File: config.mk
export PLATFORM = sky130hd
export DESIGN_NAME = im2col_patch_loader_flat
export DESIGN_NICKNAME = d
export VERILOG_FILES = /design/src/rtl/im2col_patch_loader_if.sv /design/src/rtl/im2col_patch_loader.sv /design/src/flat_wrapper.sv
export SDC_FILE = /design/constraint.sdc
export NUM_CORES = 1
export LEC_CHECK = 0
export CORE_MARGIN = 2
export CORE_UTILIZATION = 51
export CTS_CLUSTER_SIZE = 16
export DETAILED_ROUTE_END_ITERATION = 10
export GPL_TIMING_DRIVEN = 1
export PLACE_DENSITY = 0.89
export RECOVER_POWER = 50
export SETUP_SLACK_MARGIN = 0.3
export SLEW_MARGIN = 25
export SYNTH_ARGS = -nofsm -noshare
export SYNTH_HDL_FRONTEND = slang
export SYNTH_SLANG_ARGS = --single-unit
File: constraint.sdc
create_clock -name clk -period 7.5 [get_ports clk]
set_input_delay 1.5 -clock clk [delete_from_list [all_inputs] [get_ports clk]]
set_output_delay 1.5 -clock clk [all_outputs]
set_load 0.05 [all_outputs]
File: src/rtl/im2col_patch_loader_if.sv
// Bus bundle for the im2col patch loader: request inputs, image read port,
// patch buffer write port and status.
interface im2col_patch_loader_if #(
  parameter int unsigned DATA_WIDTH = 32,
  parameter int unsigned ADDR_WIDTH = 10
) ();
  logic                  start;
  logic [ADDR_WIDTH-1:0] img_width;
  logic [ADDR_WIDTH-1:0] row;
  logic [ADDR_WIDTH-1:0] col;
  logic [2:0]            k_size;
  logic                  img_rd_en;
  logic [ADDR_WIDTH-1:0] img_addr;
  logic [DATA_WIDTH-1:0] img_data;
  logic                  patch_we;
  logic [ADDR_WIDTH-1:0] patch_waddr;
  logic [DATA_WIDTH-1:0] patch_wdata;
  logic                  busy;
  logic                  done;
  logic [ADDR_WIDTH-1:0] vec_length;

  // Requester and image memory side
  modport master (
    output start, img_width, row, col, k_size, img_data,
    input  img_rd_en, img_addr, patch_we, patch_waddr, patch_wdata,
           busy, done, vec_length
  );

  // Loader side
  modport slave (
    input  start, img_width, row, col, k_size, img_data,
    output img_rd_en, img_addr, patch_we, patch_waddr, patch_wdata,
           busy, done, vec_length
  );
endinterface

File: src/rtl/im2col_patch_loader.sv
// Walks a KxK window of a row-major image, one read per cycle, and copies
// each word into a linear patch buffer in row-major order.
module im2col_patch_loader #(
  parameter int unsigned DATA_WIDTH = 32,
  parameter int unsigned ADDR_WIDTH = 10
) (
  input logic                 clk,
  input logic                 rst,
  im2col_patch_loader_if.slave bus
);
  localparam int unsigned AW = ADDR_WIDTH;
  localparam int unsigned KW = 3;
  localparam int unsigned SQW = 2 * KW;

  typedef enum logic [1:0] {IDLE, READ, DRAIN, DONE} state_e;

  state_e                state_q;
  logic [AW-1:0]         w_q;
  logic [AW-1:0]         line_q;
  logic [AW-1:0]         cnt_q;
  logic [AW-1:0]         addr_q;
  logic [AW-1:0]         waddr_q;
  logic [AW-1:0]         vlen_q;
  logic [KW-1:0]         k_q;
  logic [KW-1:0]         j_q;
  logic                  rd_q;
  logic                  we_q;
  logic                  busy_q;
  logic                  done_q;

  logic [AW-1:0]         base_d;
  logic [SQW-1:0]        ksq_d;
  logic                  last_c;
  logic [DATA_WIDTH-1:0] wdata_c;

  assign base_d  = bus.row * bus.img_width + bus.col;
  assign ksq_d   = SQW'(bus.k_size) * SQW'(bus.k_size);
  assign last_c  = (cnt_q == vlen_q - AW'(1));
  assign wdata_c = bus.img_data;

  // line_q tracks the address of column 0 of the current window row
  always_ff @(posedge clk) begin
    if (rst) begin
      state_q <= IDLE;
      w_q     <= '0;
      line_q  <= '0;
      cnt_q   <= '0;
      addr_q  <= '0;
      waddr_q <= '0;
      vlen_q  <= '0;
      k_q     <= '0;
      j_q     <= '0;
      rd_q    <= 1'b0;
      we_q    <= 1'b0;
      busy_q  <= 1'b0;
      done_q  <= 1'b0;
    end else begin
      we_q    <= rd_q;
      waddr_q <= cnt_q;
      done_q  <= 1'b0;
      case (state_q)
        IDLE: begin
          if (bus.start && (bus.k_size != '0)) begin
            state_q <= READ;
            busy_q  <= 1'b1;
            rd_q    <= 1'b1;
            addr_q  <= base_d;
            line_q  <= base_d;
            w_q     <= bus.img_width;
            k_q     <= bus.k_size;
            j_q     <= '0;
            cnt_q   <= '0;
            vlen_q  <= AW'(ksq_d);
          end
        end
        READ: begin
          if (last_c) begin
            state_q <= DRAIN;
            rd_q    <= 1'b0;
          end else begin
            cnt_q <= cnt_q + AW'(1);
            if (j_q == k_q - KW'(1)) begin
              j_q    <= '0;
              line_q <= line_q + w_q;
              addr_q <= line_q + w_q;
            end else begin
              j_q    <= j_q + KW'(1);
              addr_q <= addr_q + AW'(1);
            end
          end
        end
        DRAIN: begin
          state_q <= DONE;
          done_q  <= 1'b1;
        end
        DONE: begin
          state_q <= IDLE;
          busy_q  <= 1'b0;
        end
        default: state_q <= IDLE;
      endcase
    end
  end

  assign bus.img_rd_en   = rd_q;
  assign bus.img_addr    = addr_q;
  assign bus.patch_we    = we_q;
  assign bus.patch_waddr = waddr_q;
  assign bus.patch_wdata = wdata_c;
  assign bus.busy        = busy_q;
  assign bus.done        = done_q;
  assign bus.vec_length  = vlen_q;
endmodule
File: src/flat_wrapper.sv
// flat-port wrapper written by rule: the top's interface ports become plain ports
module im2col_patch_loader_flat 
#(
  parameter int unsigned DATA_WIDTH = 32,
  parameter int unsigned ADDR_WIDTH = 10
)
  (clk, rst, bus_start, bus_img_width, bus_row, bus_col, bus_k_size, bus_img_data, bus_img_rd_en, bus_img_addr, bus_patch_we, bus_patch_waddr, bus_patch_wdata, bus_busy, bus_done, bus_vec_length);
  im2col_patch_loader_if #(.DATA_WIDTH(DATA_WIDTH), .ADDR_WIDTH(ADDR_WIDTH)) bus_i ();
  input logic clk;
  input logic rst;
  input wire logic [$bits(bus_i.start)-1:0] bus_start;
  input wire logic [$bits(bus_i.img_width)-1:0] bus_img_width;
  input wire logic [$bits(bus_i.row)-1:0] bus_row;
  input wire logic [$bits(bus_i.col)-1:0] bus_col;
  input wire logic [$bits(bus_i.k_size)-1:0] bus_k_size;
  input wire logic [$bits(bus_i.img_data)-1:0] bus_img_data;
  output wire logic [$bits(bus_i.img_rd_en)-1:0] bus_img_rd_en;
  output wire logic [$bits(bus_i.img_addr)-1:0] bus_img_addr;
  output wire logic [$bits(bus_i.patch_we)-1:0] bus_patch_we;
  output wire logic [$bits(bus_i.patch_waddr)-1:0] bus_patch_waddr;
  output wire logic [$bits(bus_i.patch_wdata)-1:0] bus_patch_wdata;
  output wire logic [$bits(bus_i.busy)-1:0] bus_busy;
  output wire logic [$bits(bus_i.done)-1:0] bus_done;
  output wire logic [$bits(bus_i.vec_length)-1:0] bus_vec_length;
  assign bus_i.start = bus_start;
  assign bus_i.img_width = bus_img_width;
  assign bus_i.row = bus_row;
  assign bus_i.col = bus_col;
  assign bus_i.k_size = bus_k_size;
  assign bus_i.img_data = bus_img_data;
  assign bus_img_rd_en = bus_i.img_rd_en;
  assign bus_img_addr = bus_i.img_addr;
  assign bus_patch_we = bus_i.patch_we;
  assign bus_patch_waddr = bus_i.patch_waddr;
  assign bus_patch_wdata = bus_i.patch_wdata;
  assign bus_busy = bus_i.busy;
  assign bus_done = bus_i.done;
  assign bus_vec_length = bus_i.vec_length;
  im2col_patch_loader #(.DATA_WIDTH(DATA_WIDTH), .ADDR_WIDTH(ADDR_WIDTH)) u_core (.clk(clk), .rst(rst), .bus(bus_i));
endmodule
# Yosys cells after proc, flatten, opt, wreduce, memory -nomap -nowiden
# Cells that the tools add are included.
# totals
reg_bits	68
latch_bits	0
ram_bits	0
mem_bits_ro	0
in_bits	68
out_inout_bits	66
word_cells	64
memories	0
# op_classes
addsub	7
n_mul	2
div_mod_pow	0
n_lt_le_gt_ge	0
eq_ne	9
shifts	0
muxes	22
n_bitwise	0
n_reduce_logical	11
# ops
operator	n
two-way mux 10 bit	7
case mux 10 bit (2 select lines)	3
adder 10 x 1 -> 10 bit (second input constant)	2
adder 10 bit	2
== test 10 bit	1
multiplier 10 x 10 -> 10 bit	1
two-way mux 3 bit	3
case mux 2 bit (4 select lines)	1
subtractor 6 x 1 -> 7 bit (second input constant)	1
multiplier 3 x 3 -> 6 bit	1
inequality test 2 x 1 -> 1 bit (second input constant)	3
case mux 3 bit (2 select lines)	1
AND reduction 2 bit	3
AND reduction 3 bit	2
== test 2 bit (second input constant)	2
two-way mux 2 bit	2
case mux 1 bit (2 select lines)	2
AND reduction 4 bit	1
nonzero test 2 bit	2
adder 3 x 1 -> 3 bit (second input constant)	1
== test 3 bit	1
two-way mux 1 bit	3
nonzero test 3 bit	1
subtractor 3 x 1 -> 3 bit (second input constant)	1
other kinds (4)	4

# Logic depth before layout (Yosys ltp)
# logic_depth
word_depth	5
ltp_mapped	21
depth_no_buf	20

# Worst setup path after synthesis
# Ideal clock, no wire load.
# synth_timing
kind	input to register
from	input port bus_img_width[3]
to	register u_core.addr_q[9] (netlist: u_core.bus.img_addr[9])
setup_time_ps	59
arrival_ps	5928
t_required_ps	7441
path_slack_ps	1513
stages	17
n_path_buf	1
path_cell_list	clkbuf_1 nand2_1 fa_1 fa_1 inv_1 fa_1 fa_1 inv_1 fa_1 xor2_1 xnor3_1 xnor3_1 xnor3_1 xnor2_1 nand2_1 a31oi_2 o211a_1
# synth_via
elab_chain_cells	4
# synth_rtl
item	line_no	text
start: declaration	flat_wrapper.sv:12	input wire logic [$bits(bus_i.img_width)-1:0] bus_img_width;
multiplier 10 x 10 -> 10 bit	im2col_patch_loader.sv:36	assign base_d = bus.row * bus.img_width + bus.col;
adder 10 bit	im2col_patch_loader.sv:36	
two-way mux 10 bit	im2col_patch_loader.sv:63	if (bus.start && (bus.k_size != '0)) begin
case mux 10 bit (2 select lines)	im2col_patch_loader.sv:61	case (state_q)
end signal: assignment	im2col_patch_loader.sv:67	addr_q <= base_d;
end signal: assignment	im2col_patch_loader.sv:85	addr_q <= line_q + w_q;
end signal: assignment	im2col_patch_loader.sv:88	addr_q <= addr_q + AW'(1);
end: declaration	im2col_patch_loader.sv:21	logic [AW-1:0] addr_q;
# Every way passes these cells. The select of a mux whose other input is x is not followed.
# A chain may end at the register's enable or synchronous reset.

# Worst setup path in the final report
# layout_timing
from	input port bus_img_width[1]
to	register u_core.addr_q[9] (netlist: u_core.bus.img_addr[9])
# The elaborated chain is that of the path after synthesis.

==> metrics list <==
* Result of the run: complete, but fails checks
- The checks that failed: capacitance limit, slew limit.
* Clock insertion delay at the later pin of the skew report: 350 ps
* Depth of the CTS H-tree: 3
- Clock tree from TritonCTS: yes
- Once the clock tree was built, the resizer swapped 0 gates to a different size.
- Setup repair after global routing left no endpoint under its margin.
* Final antenna diode count: 0
- Dominant register cell in the synthesized netlist: sky130_fd_sc_hd__dfxtp_1
- The count of nets left with antenna violations once routing finished came out at 0.
* Type of the worst setup path: input pin to register
- The die is 108.1 µm tall.
- For this block, the via count after detailed routing is 4351.
- Peak clock frequency supported by timing: 154.2 MHz
* Setup TNS Final: 0 ps
- Yosys instantiated no cell more often than sky130_fd_sc_hd__nand2_1.
- For this run the aggregate overflow at the end of global routing stands at 0.
* Total power density per cell area: 349.5 nW/µm²
- On the final layout, the worst clock skew is 10.48 ps.
- Share of final-layout standard cells stronger than drive strength 1: 0.05449
* Final wirelength: 11450 µm
- The first global-routing pass estimated 19590 µm of wire.
- Initial Util: 0.5165
* Data arrival, critical path: 6770 ps
* Worst Path Required: 7790 ps
- The congestion estimate from routability-driven global placement came to 0.8885.
* Startpoint Class: input pin
- Number of distinct standard cells referenced by the synthesized netlist: 56
* Number of synthesized flops with an enable pin: 0
- Using the TritonRoute via totals, the vias-per-cell ratio works out to 5.313.
- The first TritonRoute pass finished after 4 iterations.
- Core region area: 10700 µm²
- For the finished layout, the period the worst path requires is 6484 ps.
- Area added between synthesis and finish: 12.18%
* Number of violations reported at the end of detailed-routing iteration 0: 181
* Nets: 821
- In this run the post-CTS setup repair buffer count came out at 0.
- For this design the top-level I/O count stands at 134.
* FFs w/ async S/R, synth: 0
- After routing the design area is 6198 µm².
- Register bit total from synthesis: 66
- Dominant cell type by count on the critical path: sky130_fd_sc_hd__fa_1
- Top fanout value on the critical path: 10
- The commonest cells after synthesis are sky130_fd_sc_hd__nand2_1, sky130_fd_sc_hd__inv_1, sky130_fd_sc_hd__dfxtp_1.
* Number of buffers inserted by port buffering: 64
- The number of hold violations in the final report was 0.
- Initial antenna violation count: 0
* Pin count of the biggest net entering global routing: 56
- Clk buf depth: 2
- For this design, the sink count on the clock tree is 66.
- Clock transition at path regs: 80 ps
- Summing all placed instances gives a cell area of 5961 µm².
* Slowest-stage cell, CP: sky130_fd_sc_hd__clkdlybuf4s50_1
- TritonCTS Buffers: 9
- Kind of capture point of the worst setup path: register
- The final number of max-transition violations came to 56.
- The analysis attributes to cell leakage a power of 2.806 nW.
- Post-synthesis cell count: 657
- Hold/Removal Path Class: register to register
- After synthesis, the mean cell area works out to 8.410 µm².
* Mapped cell area: 5525 µm²
- Of the synthesized area, sequential elements account for 0.2391.
* Slew of the pin with the lowest slew margin: 2838 ps
- Top cells by area, synth: sky130_fd_sc_hd__dfxtp_1, sky130_fd_sc_hd__fa_1, sky130_fd_sc_hd__ha_1, sky130_fd_sc_hd__nand2_1, sky130_fd_sc_hd__buf_4
- The die is 108.1 µm wide.
- CP Cell Sequence: clkdlybuf4s50_1 -> nand2_1 -> fa_1 -> fa_1 -> inv_1 -> fa_1 -> fa_1 -> inv_1 -> fa_1 -> xor2_1 -> xnor3_1 -> xnor3_1 -> xnor3_1 -> xnor2_1 -> nand2_1 -> a31oi_2 -> o211a_1
* Final cycle utilization of the critical path: 0.8645
- Summed over all instances, the cell type with the most area after synthesis is sky130_fd_sc_hd__dfxtp_1.
* Die footprint: 11680 µm²
- Final-report setup violation count: 0
- Synth top area share: 0.2391
* Post-DP HPWL: 8600 µm
- Final core utilization: 0.5794
- Drt wl/cell: 13.98 µm
* IR Drop Worst-Case VDD: 0.0001607 V
- CTS root buffer: sky130_fd_sc_hd__clkbuf_8
- Headroom to the max-slew limit: -0.8918
* Hold buffers post-CTS: 0
- The initialized floorplan defines 38 standard-cell rows.
* Number of global-route vias before repair: 4311
- Max-cap violations in this run came to 1.
- In the global route stage, overall resource usage came out at 0.2082.
* Highest cell delay on the worst timing path: 700 ps
* Count of yosys warnings during synthesis: 0
- Remaining design rule violation count: 0
- Total power for the finished layout comes to 2.167 mW.
-- area by class of cell --
class / instances / area [µm²]
inverters: 71 / 266.5
multi-input cells: 459 / 3540
repair buffers: 67 / 654.4
well taps: 140 / 175.2
fillers: 885 / 4499
flip-flops and latches: 66 / 1321
clock inverters: 6 / 113.9
clock buffers: 10 / 127.6
-- through the flow --
step | hold WS (ps) | cells | worst slack (ps)
finish | 464.7 | 819 | 1016
global placement | 443.3 | 803 | 914.8
global route | 483.0 | 819 | 820.1
detailed placement | 456.1 | 803 | 764.2
CTS | 466.5 | 819 | 1090
floorplan | 436.3 | 661 | 1513
-- path summary, 6_finish.rpt --
path / startpoint / to / slack (ps) / depth (start not counted)
setup / recovery: bus_img_width[1] / u_core.bus.img_addr[9]$_SDFFE_PP0P_ / 1020 / 17
hold / removal: u_core.k_q[1]$_SDFFE_PP0P_ / u_core.k_q[1]$_SDFFE_PP0P_ / 460 / 2
setup reg to reg: u_core.k_q[0]$_SDFFE_PP0P_ / u_core.bus.img_addr[9]$_SDFFE_PP0P_ / 4050 / 9
hold reg to reg: u_core.k_q[1]$_SDFFE_PP0P_ / u_core.k_q[1]$_SDFFE_PP0P_ / 460 / 2
-- registers in the layout (all words and copies together), names as in the netlist --
| signal | count |
|---|---|
| u_core.bus.done | 1 |
| u_core.cnt_q | 10 |
| u_core.bus.img_addr | 10 |
| u_core.w_q | 10 |
| u_core.line_q | 10 |
| u_core.bus.img_rd_en | 1 |
| u_core.j_q | 3 |
| u_core.bus.vec_length | 4 |
| u_core.bus.patch_we | 1 |
| u_core.state_q | 2 |
| u_core.bus.patch_waddr | 10 |
| u_core.bus.busy | 1 |
| u_core.k_q | 3 |
-- logic make-up (layout without fill, tap and decap cells) --
family	count (synthesis)	after routing	share of synthesized area
simple gates	223	223	0.1934
mux	4	4	0.007247
buf+inv	136	154	0.1250
other cells	1	5	0.0006787
flops	66	66	0.2391
xor+xnor	49	49	0.08514
compound gates	99	99	0.1284
fa+ha+maj	79	79	0.2210
-- cells in the final DEF, fill, tap and decap left out, types with 11 or more instances in the layout --
cell type and n:
sky130_fd_sc_hd__nand2_1 87, sky130_fd_sc_hd__inv_1 71, sky130_fd_sc_hd__dfxtp_1 66, sky130_fd_sc_hd__ha_1 48
sky130_fd_sc_hd__clkdlybuf4s50_1 44, sky130_fd_sc_hd__nor2_1 42, sky130_fd_sc_hd__a21oi_1 35, sky130_fd_sc_hd__fa_1 31
sky130_fd_sc_hd__xnor2_1 27, sky130_fd_sc_hd__and2_1 19, sky130_fd_sc_hd__xor2_1 19, sky130_fd_sc_hd__nor2b_1 19
sky130_fd_sc_hd__dlygate4sd3_1 19, sky130_fd_sc_hd__o21ai_0 15, sky130_fd_sc_hd__nand3_1 13, sky130_fd_sc_hd__and3_1 11
-- critical path: cells and delay by family --
kind | cells | cell delay [ps]
fa+ha+maj | 5 | 2430
xor+xnor | 5 | 1350
buf+inv | 3 | 810
compound gates | 2 | 440
simple gates | 2 | 230
-- metal layers --
layer | routed length, µm | GRT usage | up-vias
li1 | - | - | 2143
met1 | 5035 | 0.2624 | 2037
met2 | 5414 | 0.3441 | 135
met3 | 655 | 0.04039 | 36
met4 | 345 | 0.09707 | 0
met5 | 0 | 0 | -
-- power by group --
group / leakage, nW / total, mW / internal [mW] / switching, mW
logic: 2.15 / 1.31 / 0.528 / 0.783
registers: 0.539 / 0.490 / 0.425 / 0.0644
clock network: 0.113 / 0.367 / 0.222 / 0.145
Note: power is estimated with default switching activity, not from simulation.
